**config.mk**
```make
export PLATFORM = sky130hd
export DESIGN_NAME = script_fetch
export DESIGN_NICKNAME = d
export VERILOG_FILES = /design/src/rtl/script_fetch.sv
export SDC_FILE = /design/constraint.sdc
export NUM_CORES = 1
export LEC_CHECK = 0
export ABC_AREA = 1
export ABC_CLOCK_PERIOD_IN_PS = 1500
export BUFFER_PORTS_ARGS = -buffer_cell sky130_fd_sc_hd__buf_4
export CORE_ASPECT_RATIO = 1.75
export CORE_MARGIN = 2
export CORE_UTILIZATION = 52
export CTS_CLUSTER_DIAMETER = 200
export DETAILED_ROUTE_END_ITERATION = 12
export GPL_ROUTABILITY_DRIVEN = 0
export PLACE_DENSITY = 0.81
export SLEW_MARGIN = 20
export SYNTH_ARGS = -nofsm -noshare
export SYNTH_HDL_FRONTEND = slang
export SYNTH_SLANG_ARGS = --single-unit
```
**constraint.sdc**
```tcl
create_clock -name clk -period 1.5 [get_ports clk]
set_input_delay 0.3 -clock clk [delete_from_list [all_inputs] [get_ports clk]]
set_output_delay 0.3 -clock clk [all_outputs]
set_load 0.03 [all_outputs]
```
**src/rtl/script_fetch.sv**
```systemverilog
`default_nettype none
// ============================================================================
//  Module      : script_fetch
//  Description : Fetch stage for AnalyseScript. Reads one 16-bit script word
//                from the byte-wide synchronous-read script memory as two
//                byte reads (pc -> instr[7:0], pc+1 -> instr[15:8]). The word
//                is presented on a valid/ready handshake. The block flags the
//                halt word and odd (misaligned) fetch addresses.
//  Option      : SCRIPT_PREFETCH_EN - once a non-halt word is accepted, the
//                block fetches the next sequential word without a pc_load.
//  Revision    : 1.0 - initial release
// ============================================================================
module script_fetch #(
  parameter int          ADDR_W    = 8,
  parameter logic [15:0] HALT_WORD = 16'h0000
) (
  input  logic              clk,
  input  logic              res,
  input  logic [ADDR_W-1:0] pc_in,
  input  logic              pc_load,
  output logic [ADDR_W-1:0] mem_addr,
  input  logic [7:0]        mem_rdata,
  output logic [15:0]       instr,
  output logic              instr_valid,
  input  logic              instr_ready,
  output logic              busy,
  output logic              halted,
  output logic              misaligned
);

  typedef enum logic [2:0] {
    S_IDLE   = 3'd0,
    S_RD_LO  = 3'd1,
    S_RD_HI  = 3'd2,
    S_CAP_HI = 3'd3,
    S_VALID  = 3'd4
  } state_t;

  state_t            r_state;
  logic [ADDR_W-1:0] r_fa;
  logic [7:0]        r_lo;

  state_t            w_state;
  logic [ADDR_W-1:0] w_fa;
  logic [7:0]        w_lo;
  logic [ADDR_W-1:0] w_mem_addr;
  logic [15:0]       w_instr;
  logic              w_instr_valid;
  logic              w_halted;
  logic              w_misaligned;
  logic [15:0]       w_word;
  logic              w_accept;

  // The high byte arrives on mem_rdata in CAP_HI; the low byte was latched in RD_HI.
  assign w_word   = {mem_rdata, r_lo};
  assign w_accept = instr_valid & instr_ready;
  assign busy     = (r_state == S_RD_LO) || (r_state == S_RD_HI) || (r_state == S_CAP_HI);

  // Next-state and next-output logic; pc_load overrides whatever the FSM is doing.
  always_comb begin
    w_state       = r_state;
    w_fa          = r_fa;
    w_lo          = r_lo;
    w_mem_addr    = mem_addr;
    w_instr       = instr;
    w_instr_valid = instr_valid;
    w_halted      = halted;
    w_misaligned  = misaligned;

    if (pc_load) begin
      // Any load discards a partial fetch or a held word.
      w_halted      = 1'b0;
      w_instr_valid = 1'b0;
      if (pc_in[0]) begin
        // Odd address: flag it and do not touch memory.
        w_misaligned = 1'b1;
        w_state      = S_IDLE;
      end else begin
        w_misaligned = 1'b0;
        w_fa         = pc_in;
        w_mem_addr   = pc_in;
        w_state      = S_RD_LO;
      end
    end else begin
      case (r_state)
        S_RD_LO: begin
          w_mem_addr = r_fa + ADDR_W'(1);
          w_state    = S_RD_HI;
        end
        S_RD_HI: begin
          w_lo    = mem_rdata;
          w_state = S_CAP_HI;
        end
        S_CAP_HI: begin
          w_instr       = w_word;
          w_instr_valid = 1'b1;
          w_halted      = (w_word == HALT_WORD);
          w_state       = S_VALID;
        end
        S_VALID: begin
          if (w_accept) begin
            // instr is left as-is after the consumer takes it.
            w_instr_valid = 1'b0;
`ifdef SCRIPT_PREFETCH_EN
            if (!halted) begin
              w_fa       = r_fa + ADDR_W'(2);
              w_mem_addr = r_fa + ADDR_W'(2);
              w_state    = S_RD_LO;
            end else begin
              w_state = S_IDLE;
            end
`else
            w_state = S_IDLE;
`endif
          end
        end
        default: w_state = S_IDLE;
      endcase
    end
  end

  // State and output registers with asynchronous active-low reset.
  always_ff @(posedge clk or negedge res) begin
    if (!res) begin
      r_state     <= S_IDLE;
      r_fa        <= '0;
      r_lo        <= 8'h00;
      mem_addr    <= '0;
      instr       <= 16'h0000;
      instr_valid <= 1'b0;
      halted      <= 1'b0;
      misaligned  <= 1'b0;
    end else begin
      r_state     <= w_state;
      r_fa        <= w_fa;
      r_lo        <= w_lo;
      mem_addr    <= w_mem_addr;
      instr       <= w_instr;
      instr_valid <= w_instr_valid;
      halted      <= w_halted;
      misaligned  <= w_misaligned;
    end
  end

endmodule
`default_nettype wire
```
==> reports/metrics.yaml <==
power_and_ir_drop:
  irDropWorstVdd_mv: 1.16
  power_mw: 3.84
  p_per_area_mw_per_mm2: 1590
  p_leak_nw: 1.30
finish:
  seqCellArea_mm2: 0.00113
  drive_gt1_share_pct: 28.2
  multi_input_area_um2: 692
  nNetsFinal: 286
  design_area_mm2: 0.00241
  area_growth_pct: 23.5
  fillers: 318
  diodes: 0
  final_common_cell: "nand2_1"
  layout_common_cells: "nand2_1 (82), buf_4 (47), dfrtp_1 (44)"
  final_util_pct: 66.4
worst_hold_path:
  hp-class: "in -> async"
logic_synthesis:
  synthCells: 217
  yosysWarnings: 0
  synth_nets: 237
  ys_ff_latch: 45
  synthDistinctLibCells: 18
  synth_area_leaders: "dfrtp_1 (58%), nand2_1 (16%), o21ai_0 (5.9%), o21ai_2 (3.6%), inv_1 (3.3%)"
  syn-cell-area_mm2: 0.00195
  synth_top_area_share_pct: 57.7
  yosysTopAreaCell: "dfrtp_1"
  seq_area_frac_synth_pct: 57.7
  synth.avg_cell_area_um2: 8.99
route:
  wl_mm: 3.91
  vias: 1563
  dr.pass1.iters: 4
  routedWlPerCell_um: 12.5
  via_per_inst: 5.01
  drtAntennaViolNets: 0
  drt_iter0_markers: 40
  post-route-drc-count: 0
worst_setup_path:
  path_class: "reg -> out"
  crit_slowest_cell: "dfrtp_1"
  required_ns: 1.20
  cp.buffers_inverters: 2
  worstSetupEndpointType: "primary output"
  crit_chain: "inv_1, a21oi_2, buf_6"
  cp.arrival_ns: 1.12
  timing.critical_path.from_type: "flop"
  slowest_delay_ns: 0.44
  cp_top_family: "flip-flops"
  crit_path_max_fanout: 4
place:
  hpwl_mm: 2.89
  placed_area_mm2: 0.00232
  io_buffer_count: 47
die:
  die_width_um: 50.3
  initial_core_util_pct: 53.8
  die_area_mm2: 0.00428
  ioPinCount: 48
  core_mm2: 0.00363
  rows: 29
  die_height_um: 85.1
timing:
  fmax_ghz: 0.704
  clock_skew_ns: 0.00509
  period_share_pct: 94.7
  timing.final.hold_violations: 14
  tightest_slew_ns: 0.553
  holdWs_ns: -0.0147
  finalMaxSlewViolations: 0
  layout_min_cycle_time_ns: 1.42
  setup_violations: 0
  relSlewSlack_pct: 63.1
  fin_tns_setup_ns: 0
  rsz0062_at_grt: "yes"
cts:
  cts-root-buf: "clkbuf_8"
  cts.path.max_buffers: 2
  clk_latency_ns: 0.29
  htreeDepth: 2
  cts_made_buffers: 5
  cts_tree: "built"
  numClockSinks: 45
  postCtsSetupBuffers: 0
  clkTransAtPathRegs_ns: 0.08
global_routing:
  grt_pass1_wl_mm: 7.00
  grt-ovfl-total: 0
  grt_antenna_before_repair: 0
  grt_pass1_vias: 1599
  grt_max_degree: 46
  track_usage_pct: 21.6
outcome:
  violations: "negative hold slack"
  status: "complete, but fails checks"
run:
  drv_cap: 0
worst register-to-register path: stages (launching register included):
cell and delay, ns:
dfrtp_1 0.42, inv_2 0.09, nand3_4 0.10, nor2_8 0.06
inv_2 0.38, o21ai_0 0.18
registers in the layout, indices dropped and copies added (netlist names):
name / count
instr: 16
mem_addr: 8
r_lo: 8
r_fa: 7
r_state: 3
halted: 1
instr_valid: 1
misaligned: 1
repair_timing:
item | in CTS | in global routing
hold buffers | 0 | 0
resized for setup | 0 | 3
endpoints found under the setup margin | 0 | 1
layer usage:
layer / up-vias / track usage (%) / share of wire [%]
li1: 778 / - / -
met1: 742 / 24.6 / 39
met2: 37 / 36.8 / 56
met3: 6 / 4.75 / 3.6
met4: 0 / 11.8 / 1.7
met5: - / 0 / 0
final timing paths:
check | start | endpoint | slack, ns | cells past startpoint
setup / recovery | r_state[0]$_DFFE_PN0P_ | busy | 0.08 | 3
hold / removal | res | instr_valid$_DFFE_PN0P_ | -0.01 | 1
setup reg to reg | r_state[2]$_DFFE_PN0P_ | r_state[2]$_DFFE_PN0P_ | 0.13 | 5
hold reg to reg | instr[13]$_DFFE_PN0P_ | instr[13]$_DFFE_PN0P_ | 0.49 | 2
max in group asynchronous | res | r_state[1]$_DFFE_PN0P_ | 1.12 | 1
min in group clk | pc_in[2] | r_fa[2]$_DFFE_PN0P_ | 0.23 | 3
synthesized netlist by cell type:
| master | n |
|---|---|
| a21oi_1 | 1 |
| buf_2 | 1 |
| buf_6 | 4 |
| clkbuf_1 | 1 |
| dfrtp_1 | 45 |
| inv_1 | 17 |
| inv_2 | 3 |
| inv_6 | 1 |
| nand2_1 | 82 |
| nand2_2 | 2 |
| nand3_1 | 11 |
| nand3_4 | 1 |
| nand4_2 | 2 |
| nor2_1 | 13 |
| nor2_4 | 1 |
| nor2_8 | 1 |
| o21ai_0 | 23 |
| o21ai_2 | 8 |
final cells by class:
type,instances,share of cell area [%]
clock buffers,7,3.58
flip-flops and latches,45,46.8
multi-input cells,145,28.7
well taps,46,2.39
inverters,21,3.48
repair buffers,48,15.1
power by group:
group          internal, mW  switching (mW)
sequential             1.54           0.218
clock                 0.365           0.376
combinational         0.504           0.838
total                  2.41            1.43
stage by stage:
stage	setup WS, ns	std cells
after floorplan	0.193	217
after global placement	0.200	305
after detailed placement	0.159	305
after CTS	0.00294	312
after global routing	-0.00107	312
final	0.0788	312
cells by family after synthesis:
family,count (synthesis),share of synthesized area (%)
AOI/OAI and AO/OA,32,9.74
buffers and inverters,27,7.05
DFF,45,57.7
and+or+nand+nor,113,25.5
Power figures use the tool's default switching activity.
